## src/rtl/compare_pipe.sv

```systemverilog
// rtl/compare_pipe.sv - pipelined magnitude comparator with max select
// Pair-wise flag tree with a single global advance enable; operands ride alongside the flags.
module compare_pipe #(
  parameter int WIDTH = 16,
  parameter int LAT   = $clog2(WIDTH)
) (
  input  logic             clk,
  input  logic             rst_n,
  input  logic             in_valid,
  output logic             in_ready,
  input  logic [WIDTH-1:0] a,
  input  logic [WIDTH-1:0] b,
  input  logic             sgn,
  output logic             out_valid,
  input  logic             out_ready,
  output logic             more,
  output logic             less,
  output logic             equal,
  output logic [WIDTH-1:0] max
);

  localparam int NP = WIDTH / 2;
  // All stages' flags packed in one vector: stage s starts at WIDTH - 2*(NP>>s).
  localparam int NF = WIDTH - 1;

  logic                        adv;
  logic [LAT-1:0]              v_q, v_d;
  logic [LAT-1:0][WIDTH-1:0]   a_q, a_d, b_q, b_d;
  logic [NF-1:0]               m_q, m_d, l_q, l_d;
  logic [NF-1:0]               m_nx, l_nx;
  logic [WIDTH-1:0]            ax, bx;

  assign adv      = !v_q[LAT-1] | out_ready;
  assign in_ready = adv;

  // Flipping the sign bit maps two's complement order onto unsigned order.
  assign ax = {a[WIDTH-1] ^ sgn, a[WIDTH-2:0]};
  assign bx = {b[WIDTH-1] ^ sgn, b[WIDTH-2:0]};

  for (genvar i = 0; i < NP; i++) begin : g_s0
    assign m_nx[i] = (ax[2*i+1] & !bx[2*i+1]) |
                     ((ax[2*i+1] ~^ bx[2*i+1]) & ax[2*i] & !bx[2*i]);
    assign l_nx[i] = (bx[2*i+1] & !ax[2*i+1]) |
                     ((ax[2*i+1] ~^ bx[2*i+1]) & bx[2*i] & !ax[2*i]);
  end

  for (genvar s = 1; s < LAT; s++) begin : g_st
    for (genvar i = 0; i < (NP >> s); i++) begin : g_pr
      localparam int LO = WIDTH - 2 * (NP >> (s - 1)) + 2 * i;
      localparam int O  = WIDTH - 2 * (NP >> s) + i;
      assign m_nx[O] = m_q[LO+1] | (!m_q[LO+1] & !l_q[LO+1] & m_q[LO]);
      assign l_nx[O] = l_q[LO+1] | (!m_q[LO+1] & !l_q[LO+1] & l_q[LO]);
    end
  end

  always_comb begin
    v_d = v_q;
    a_d = a_q;
    b_d = b_q;
    m_d = m_q;
    l_d = l_q;
    if (adv) begin
      v_d = {v_q[LAT-2:0], in_valid};
      a_d = {a_q[LAT-2:0], a};
      b_d = {b_q[LAT-2:0], b};
      m_d = m_nx;
      l_d = l_nx;
    end
  end

  always_ff @(posedge clk or negedge rst_n) begin
    if (!rst_n) begin
      v_q <= '0;
      a_q <= '0;
      b_q <= '0;
      m_q <= '0;
      l_q <= '0;
    end else begin
      v_q <= v_d;
      a_q <= a_d;
      b_q <= b_d;
      m_q <= m_d;
      l_q <= l_d;
    end
  end

  assign out_valid = v_q[LAT-1];
  assign more      = out_valid & m_q[NF-1];
  assign less      = out_valid & l_q[NF-1];
  assign equal     = out_valid & !m_q[NF-1] & !l_q[NF-1];
  assign max       = l_q[NF-1] ? b_q[LAT-1] : a_q[LAT-1];

endmodule
```

## config.mk

```make
export PLATFORM = sky130hd
export DESIGN_NAME = compare_pipe
export DESIGN_NICKNAME = d
export VERILOG_FILES = /design/src/rtl/compare_pipe.sv
export SDC_FILE = /design/constraint.sdc
export NUM_CORES = 1
export LEC_CHECK = 0
export BUFFER_PORTS_ARGS = -buffer_cell sky130_fd_sc_hd__buf_2
export CAP_MARGIN = 20
export CORE_ASPECT_RATIO = 0.5
export CORE_MARGIN = 2
export CORE_UTILIZATION = 40
export DETAILED_ROUTE_END_ITERATION = 6
export PLACE_DENSITY = 0.68
export SKIP_LAST_GASP = 1
export SLEW_MARGIN = 20
export SYNTH_ARGS = -nofsm -noshare
export SYNTH_HDL_FRONTEND = slang
export SYNTH_SLANG_ARGS = --single-unit
export TNS_END_PERCENT = 10
```

## constraint.sdc

```tcl
create_clock -name clk -period 4 [get_ports clk]
set_input_delay 0.2 -clock clk [delete_from_list [all_inputs] [get_ports clk]]
set_output_delay 0.2 -clock clk [all_outputs]
set_load 0.1 [all_outputs]
```

==> flow_summary_export.csv, run 1 <==
group,metric,value,unit
setup_path,startpoint_type,"register",
yosys,postSynthCellCount,495,
sta,fmax,414,MHz
global_route,grt_pass1_wl,21100,um
clocking,cts_made_buffers,17,
setup_path,crit-reg2reg-launch,"v_q[3]",
layout,drive_above_1_share,43.4,%
global_route,grt_max_degree,118,
clocking,post_cts.repair.setup_buffers,0,
clocking,clock-root-buffer,"clkbuf_16",
yosys,yosys-top-cells-area,"dfrtp_1, mux2_2, mux2_4",
sta,relSlewSlack,39.1,%
power_and_ir_drop,peakVddDrop,0.425,mV
run,max_cap_violations,0,
layout,fillers,1503,
placed_design,place_hpwl,7540,um
sta,totalNegativeSetupSlack,0,ps
floorplanning,placeableCoreArea,0.0172,sq mm
placed_design,gp_congestion,0.678,
yosys,ys_warn_count,0,
global_route,groute.usage.overall,14.5,%
clocking,ctsHoldBuffers,2,
sta,maxSlewViolCount,0,
sta,finalCriticalPeriod,2410,ps
routing,drt-total-wl,12200,um
setup_path,path_buf_inv,3,
setup_path,crit_start,"v_q[3]",
setup_path,arrival,2210,ps
yosys,yosysUniqueCellTypes,17,
floorplanning,rows,34,
sta,fin_ws,1590,ps
clocking,path_clk_slew,70,ps
setup_path,worstReg2RegEnd,"b_q[56]",
routing,dr.pass1.iters,4,
power_and_ir_drop,power.net_switching,0.00281,W
routing,first_iter_violations,286,
sta,fin_crit_sh,60.3,%
layout,area_delta_synth_final,15.8,%
floorplanning,die_h,97.4,um
power_and_ir_drop,seqPwrFrac,38.6,%
setup_path,crit_slowest_cell,"buf_2",
power_and_ir_drop,p_int,0.00427,W
setup_path,cp.required,3800,ps
clocking,cts.sink_count,162,
routing,routed_via_density,4.78,
outcome,status,"finished clean",
yosys,synth_area_per_cell,14.1,sq um
yosys,yosysSeqAreaShare,58.1,%
setup_path,worst-path-stages,4,
setup_path,crit_end,"in_ready",
setup_path,r2r_cells,5,
setup_path,worstPathCellList,"buf_4, nor2b_4, inv_2, buf_2",
floorplanning,fp.dieW,191,um
sta,setup_viol,0,
yosys,synth_area,0.00698,sq mm
setup_path,rrSetupSlack,1870,ps
placed_design,placed_cells,767,
sta,fin_skew,12.7,ps
global_route,grt_overflow,0,
sta,worst_slew_pin_slew,914,ps
floorplanning,num_io_pins,58,
layout,fin_nets,607,
routing,wire_per_inst,15.2,um
clocking,cts_resized,0,
power_and_ir_drop,p_per_area,877,mW/mm^2
sta,hold_violations,0,
routing,drc,0,
global_route,grt_pass1_vias,4161,
sta,hold_slack,38.4,ps
yosys,ys_ff_latch,162,
placed_design,dpl_worst_slack,1760,ps
yosys,synth.net_count,548,
min_path,hold_class,"in -> reg",
setup_path,critPathKind,"reg -> out",
clocking,cts_tree,"done",
layout,fin_area,0.00808,sq mm
floorplanning,initial_core_util,40.5,%
clocking,clock_latency,420,ps
setup_path,critPathMaxStageDelay,540,ps
global_route,antenna_found_initial,1,
placed_design,place_area,0.00747,sq mm
routing,postRouteAntennaNets,0,
yosys,synth_top_area_cell,"dfrtp_1",
clocking,cts_max_level,4,
setup_path,cp_max_fo,35,
placed_design,io_buffers,57,
setup_path,setup.worst_path.end_class,"primary output",
setup_path,path_delay_family,"buffers and inverters",
layout,fin_cells,802,
power_and_ir_drop,switching_share,39.7,%
clocking,clockBufferDepth,2,
routing,vias,3834,
power_and_ir_drop,combPwrFrac,38.9,%
power_and_ir_drop,p_leak,3.58,nW
sta,rsz0062_at_grt,"no",
yosys,synthDominantCellAreaShare,58.1,%
floorplanning,die_area,0.0186,sq mm
power_and_ir_drop,p_clk_share,22.5,%
[power by group through the flow]
stage          Clock, W  Sequential (W)  Combinational (W)
6_report        0.00159         0.00273            0.00276
3_5_place_dp          0         0.00277            0.00278
3_3_place_gp          0         0.00274            0.00273
2_1_floorplan         0         0.00263            0.00242
5_1_grt         0.00171         0.00284            0.00294
4_1_cts         0.00164         0.00274            0.00280
[metrics by stage]
stage,total power [W],utilization (%)
floorplan,0.00505,-
global placement,0.00547,43.3
detailed placement,0.00555,43.4
CTS,0.00717,46.8
global route,0.00750,46.9
finish,0.00708,46.9
[worst min path at each step]
stage	from	endpoint	slack, ps	cells after the start
global route	a[15]	a_q[15]	30	2
floorplan	rst_n	a_q[0]	-100	0
finish	a[15]	a_q[15]	40	2
detailed placement	rst_n	b_q[53]	430	1
global placement	rst_n	b_q[20]	420	1
CTS	a[15]	a_q[15]	30	2
[sequential cells by signal, indices dropped and copies added, names as in the netlist]
signal	count
v_q	4
m_q	15
a_q	64
l_q	15
b_q	64
[cell type report]
class,instances,area [sq um],share of cell area (%)
antenna,1,2.50,0.0310
multi-input combinational,260,2600,32.2
clock inverter,14,141,1.75
tap,234,293,3.62
timing repair buffer,66,370,4.58
clock buffer,18,439,5.44
sequential,162,4060,50.2
inverter,47,176,2.18
[Yosys cell counts]
library cell	number
nand3b_1	16
dfrtp_1	162
mux2_4	18
inv_1	46
xor2_1	2
nor2b_1	1
buf_6	3
buf_2	13
clkbuf_1	6
buf_4	4
a31oi_1	30
nor3b_1	31
and2_1	2
nand2b_1	15
inv_2	1
ha_1	16
mux2_2	129
[layout by cell type, fill, tap and decap left out]
cell type,n
dfrtp_1,161
mux2_2,129
buf_2,56
inv_1,46
nor3b_1,31
a31oi_1,30
mux2_4,18
clkbuf_16,17
nand3b_1,16
ha_1,16
nand2b_1,15
inv_6,7
buf_4,6
clkinvlp_4,4
xor2_1,2
and2_1,2
clkbuf_8,2
dlygate4sd3_1,2
diode_2,1
nor2b_4,1
inv_2,1
inv_8,1
bufinv_16,1
clkinv_4,1
dfrtp_2,1
buf_6,1
[per-layer routing]
| metal | GRT usage (%) | routed length [um] |
|---|---|---|
| met1 | 18.4 | 5780 |
| met2 | 24.1 | 5880 |
| met3 | 4.19 | 386 |
| met5 | 0 | 0 |
| met4 | 4.11 | 114 |
[cell families after synthesis]
| logic type | synth area share, % |
|---|---|
| adders and majority gates | 2.87 |
| DFF | 58.1 |
| AOI/OAI and AO/OA | 2.69 |
| and+or+nand+nor | 6.67 |
| buffers and inverters | 4.70 |
| muxes | 24.7 |
| xor gates and xnor gates | 0.251 |
Note: power is estimated with default switching activity, not from simulation.
==> inputs of run 2 (changes only) <==
==> constraint.sdc (replaced) <==
create_clock -name clk -period 2.3 [get_ports clk]
set_input_delay 0.115 -clock clk [delete_from_list [all_inputs] [get_ports clk]]
set_output_delay 0.115 -clock clk [all_outputs]
set_load 0.1 [all_outputs]
==> flow_summary_export.csv, run 2 (synthesis results as in run 1) <==
group,metric,value,unit
run,max_cap_violations,0,
routing,drc,0,
sta,maxSlewViolCount,0,
power_and_ir_drop,peakVddDrop,1.06,mV
setup_path,startpoint_type,"register",
setup_path,arrival,1910,ps
global_route,groute.usage.overall,14.5,%
outcome,status,"finished clean",
clocking,clock-root-buffer,"clkbuf_16",
sta,fmax,495,MHz
global_route,use_met2,22.9,%
placed_design,gp_congestion,0.698,
global_route,grt_pass1_wl,21100,um
floorplanning,initial_core_util,40.5,%
floorplanning,die_area,0.0186,sq mm
placed_design,io_buffers,57,
routing,drt-total-wl,12300,um
global_route,grt.busiest_layer,"met2",
global_route,use_met1,19.2,%
sta,fin_skew,6.96,ps
layout,fillers,1519,
power_and_ir_drop,combPwrFrac,39.5,%
layout,drive_above_1_share,41.3,%
power_and_ir_drop,p_int,0.00763,W
layout,area_delta_synth_final,21.9,%
routing,routed_via_density,4.81,
clocking,cts_max_level,4,
layout,antenna_cells,0,
power_and_ir_drop,p_per_area,1470,mW/mm^2
power_and_ir_drop,p_clk_share,22.7,%
clocking,cts_tree,"done",
placed_design,dpl_worst_slack,708,ps
setup_path,setup.worst_path.end_class,"primary output",
layout,fin_nets,641,
sta,totalNegativeSetupSlack,0,ps
power_and_ir_drop,p_leak,3.77,nW
floorplanning,num_io_pins,58,
power_and_ir_drop,power.net_switching,0.00487,W
global_route,antenna_found_initial,0,
power_and_ir_drop,seqPwrFrac,37.9,%
routing,vias,4013,
clocking,cts_resized,0,
layout,reg_top3,"a_q (64), b_q (64)",
routing,dr.pass1.iters,4,
sta,hold_violations,0,
sta,finalCriticalPeriod,2020,ps
clocking,clock_latency,430,ps
setup_path,cp.required,2180,ps
sta,worst_slew_pin_slew,491,ps
placed_design,place_hpwl,7870,um
sta,relSlewSlack,67.3,%
layout,final_common_cell,"dfrtp_1",
routing,first_iter_violations,158,
sta,fin_crit_sh,87.9,%
setup_path,critPathKind,"reg -> out",
routing,wire_per_inst,14.8,um
power_and_ir_drop,switching_share,39.0,%
clocking,clockBufferDepth,2,
floorplanning,die_h,97.4,um
clocking,cts_made_buffers,17,
clocking,path_clk_slew,70,ps
global_route,grt_overflow,0,
global_route,grt_max_degree,89,
setup_path,cp_max_fo,15,
floorplanning,rows,34,
floorplanning,placeableCoreArea,0.0172,sq mm
sta,fin_ws,278,ps
layout,final_cell_mix,"dfrtp_1, mux2_2, buf_2, inv_1, dlygate4sd3_1",
sta,rsz0062_at_grt,"no",
clocking,post_cts.repair.setup_buffers,0,
routing,postRouteAntennaNets,0,
global_route,use_met3,4.01,%
sta,setup_viol,0,
clocking,cts.sink_count,162,
sta,hold_slack,180,ps
min_path,hold_class,"in -> async",
floorplanning,fp.dieW,191,um
power_and_ir_drop,total_power,0.0125,W
global_route,grt_pass1_vias,4277,
==> run 2: cell types whose count changed in the layout (fill, tap and decap cells not counted), sizes merged, moves of 2 or more <==
| cell | delta |
|---|---|
| buf | +3 |
| inv | -4 |
| clkinv | +5 |
| dlygate4sd3 | +32 |
| clkinvlp | -2 |
==> run 2: what timing repair did <==
action | CTS | global route
setup endpoints to repair | 0 | 0
hold buffers | 34 | 0
hold endpoints to repair | 90 | 0
==> run 2: through the flow <==
stage | std cells | utilization (%) | instance area, sq um
global route | 835 | 49.4 | 8510
CTS | 835 | 49.4 | 8510
global placement | 769 | 44.0 | 7570
floorplan | 495 | - | 6990
finish | 835 | 49.4 | 8510
detailed placement | 769 | 44.0 | 7570
==> run 2: power groups by stage <==
stage	clock (W)	combinational [W]	sequential, W
2_1_floorplan	0	0.00422	0.00458
3_5_place_dp	0	0.00494	0.00479
4_1_cts	0.00290	0.00500	0.00475
6_report	0.00283	0.00493	0.00473
3_3_place_gp	0	0.00485	0.00476
5_1_grt	0.00304	0.00524	0.00491
==> run 2: critical path: stages, from the launching register on <==
cell and delay, ps:
dfrtp_1 460, buf_4 340, mux2_2 380, buf_2 290
==> run 2: final timing paths <==
path | cells after the start | startpoint | slack [ps] | end
max | 3 | l_q[14] | 280 | max[0]
min | 2 | rst_n | 180 | a_q[53]
max reg2reg | 4 | v_q[3] | 720 | b_q[57]
min reg2reg | 1 | v_q[2] | 470 | v_q[3]
max in group asynchronous | 3 | rst_n | 1460 | b_q[58]
min in group clk | 5 | sgn | 220 | l_q[7]
==> run 2: layout make-up <==
cell class                 count  area [sq um]  area share, %
clock buffer                  18           439           5.16
multi-input combinational    260          2610           30.7
inverter                      47           176           2.07
tap                          234           293           3.44
sequential                   162          4050           47.7
clock inverter                14           154           1.81
timing repair buffer         100           777           9.14
==> run 2: metal layers <==
layer	wire (um)	part of all wire, %
met1	6000	49
met2	5850	47
met3	335	2.7
met4	144	1.2
met5	0	0
==> inputs of run 3 (changes only) <==
--- a/config.mk
+++ b/config.mk
@@ -11,7 +11,6 @@
 export CORE_MARGIN = 2
 export CORE_UTILIZATION = 40
 export DETAILED_ROUTE_END_ITERATION = 6
-export PLACE_DENSITY = 0.68
 export SKIP_LAST_GASP = 1
 export SLEW_MARGIN = 20
 export SYNTH_ARGS = -nofsm -noshare
==> flow_summary_export.csv, run 3 (synthesis results as in run 1) <==
group,metric,value,unit
outcome,status,"finished clean",
power_and_ir_drop,switching_share,38.6,%
power_and_ir_drop,combPwrFrac,39.8,%
routing,postRouteAntennaNets,0,
global_route,grt_pass1_vias,4248,
layout,area_delta_synth_final,22.1,%
layout,fin_cells,839,
layout,drive_above_1_share,41.5,%
global_route,grt_pass1_wl,21100,um
routing,route.met2.wl,5560,um
layout,antenna_cells,0,
min_path,holdPathStages,5,
setup_path,setup.worst_path.end_class,"primary output",
sta,finalCriticalPeriod,1830,ps
sta,rsz0062_at_grt,"no",
clocking,cts_made_buffers,17,
floorplanning,die_area,0.0186,sq mm
routing,dr.pass1.iters,4,
floorplanning,die_h,97.4,um
sta,fin_skew,11.6,ps
floorplanning,placeableCoreArea,0.0172,sq mm
placed_design,gp_congestion,0.672,
routing,drt-total-wl,12100,um
power_and_ir_drop,seqPwrFrac,37.4,%
layout,final_common_cell,"dfrtp_1",
routing,first_iter_violations,223,
setup_path,critPathKind,"reg -> out",
global_route,grt_max_degree,74,
layout,reg_top3,"a_q (64), b_q (64)",
setup_path,worstPathCellList,"buf_4, nor3b_4, buf_2",
setup_path,crit_slowest_cell,"buf_2",
power_and_ir_drop,power.net_switching,0.00481,W
routing,top_layer,"met4",
global_route,groute.usage.overall,14.4,%
setup_path,startpoint_type,"register",
setup_path,cp.required,2180,ps
routing,drc,0,
clocking,clock_latency,410,ps
layout,fin_nets,645,
sta,worst_slew_pin_slew,590,ps
power_and_ir_drop,p_clk_share,22.8,%
power_and_ir_drop,peakVddDrop,0.788,mV
global_route,grt_overflow,0,
clocking,clock-root-buffer,"clkbuf_16",
routing,wire_per_inst,14.4,um
clocking,path_clk_slew,60,ps
sta,relSlewSlack,60.7,%
clocking,ctsHoldBuffers,34,
clocking,cts_max_level,4,
setup_path,arrival,1720,ps
placed_design,place_hpwl,7710,um
layout,fin_area,0.00852,sq mm
clocking,clockBufferDepth,2,
clocking,cts_tree,"done",
sta,hold_violations,0,
setup_path,critPathMaxStageDelay,440,ps
setup_path,cp_max_fo,34,
clocking,post_cts.repair.setup_buffers,0,
power_and_ir_drop,p_int,0.00765,W
floorplanning,initial_core_util,40.5,%
placed_design,io_buffers,57,
global_route,antenna_found_initial,0,
sta,fin_crit_sh,79.7,%
setup_path,r2r_cells,4,
routing,wl_met3,339,um
power_and_ir_drop,p_per_area,1460,mW/mm^2
sta,totalNegativeSetupSlack,0,ps
floorplanning,rows,34,
clocking,cts_resized,0,
placed_design,placed_cells,773,
routing,routed_via_density,4.75,
clocking,cts.sink_count,162,
setup_path,rrSetupSlack,790,ps
sta,setup_viol,0,
placed_design,place_area,0.00757,sq mm
sta,fmax,546,MHz
power_and_ir_drop,p_leak,3.77,nW
routing,wl_met1,6030,um
layout,final_cell_mix,"dfrtp_1, mux2_2, buf_2, inv_1, dlygate4sd3_1",
floorplanning,num_io_pins,58,
sta,maxSlewViolCount,0,
routing,vias,3985,
floorplanning,fp.dieW,191,um
run,max_cap_violations,0,
min_path,hold_class,"in -> reg",
[run 3: changes by cell type in the layout (fill, tap and decap cells not counted)]
cell,before,now
clkbuf_8,1,2
inv_6,3,5
clkbuf_1,0,1
clkinv_2,3,0
clkinv_4,3,2
inv_8,1,0
buf_4,4,9
buf_2,55,56
buf_12,6,4
clkinvlp_4,2,3
[run 3: per-stage QoR]
stage	hold WS, ps	utilization [%]	total power [W]	worst slack, ps
after floorplan	-181	-	0.00880	75.1
after global placement	150	44.0	0.00960	817
after detailed placement	152	44.0	0.00970	796
after CTS	239	49.4	0.0126	453
after global routing	260	49.4	0.0132	371
final	244	49.4	0.0125	467
[run 3: final cells by class]
cell class | instances | area (sq um)
repair buffers | 104 | 779
clock buffers | 20 | 457
clock inverters | 12 | 144
fillers | 1525 | 8710
multi-input cells | 260 | 2610
well taps | 234 | 293
inverters | 47 | 176
flip-flops and latches | 162 | 4050
[run 3: metal layers]
metal / up-vias / GRT usage (%)
met4: 0 / 4.83
li1: 1918 / -
met5: - / 0
met3: 15 / 3.18
met1: 2017 / 19.5
met2: 35 / 22.8
[run 3: power by group through the flow]
stage	Clock [W]	Combinational (W)	Sequential, W
after floorplan	0	0.00422	0.00458
after global placement	0	0.00490	0.00470
after detailed placement	0	0.00497	0.00473
after CTS	0.00292	0.00503	0.00468
after global routing	0.00308	0.00528	0.00486
final	0.00285	0.00496	0.00466
[run 3: worst paths after layout]
check                             from  endpoint
worst max-delay path            v_q[3]     equal
worst min-delay path               sgn    l_q[7]
worst max register to register  v_q[3]   a_q[53]
worst min register to register  v_q[2]    v_q[3]
max in group asynchronous        rst_n   a_q[15]
min in group asynchronous        rst_n   a_q[36]
[run 3: critical path: cells and delay by family (launching register included)]
kind,cells,cell delay [ps]
buffers and inverters,2,730
and+or+nand+nor,1,220
DFF,1,340
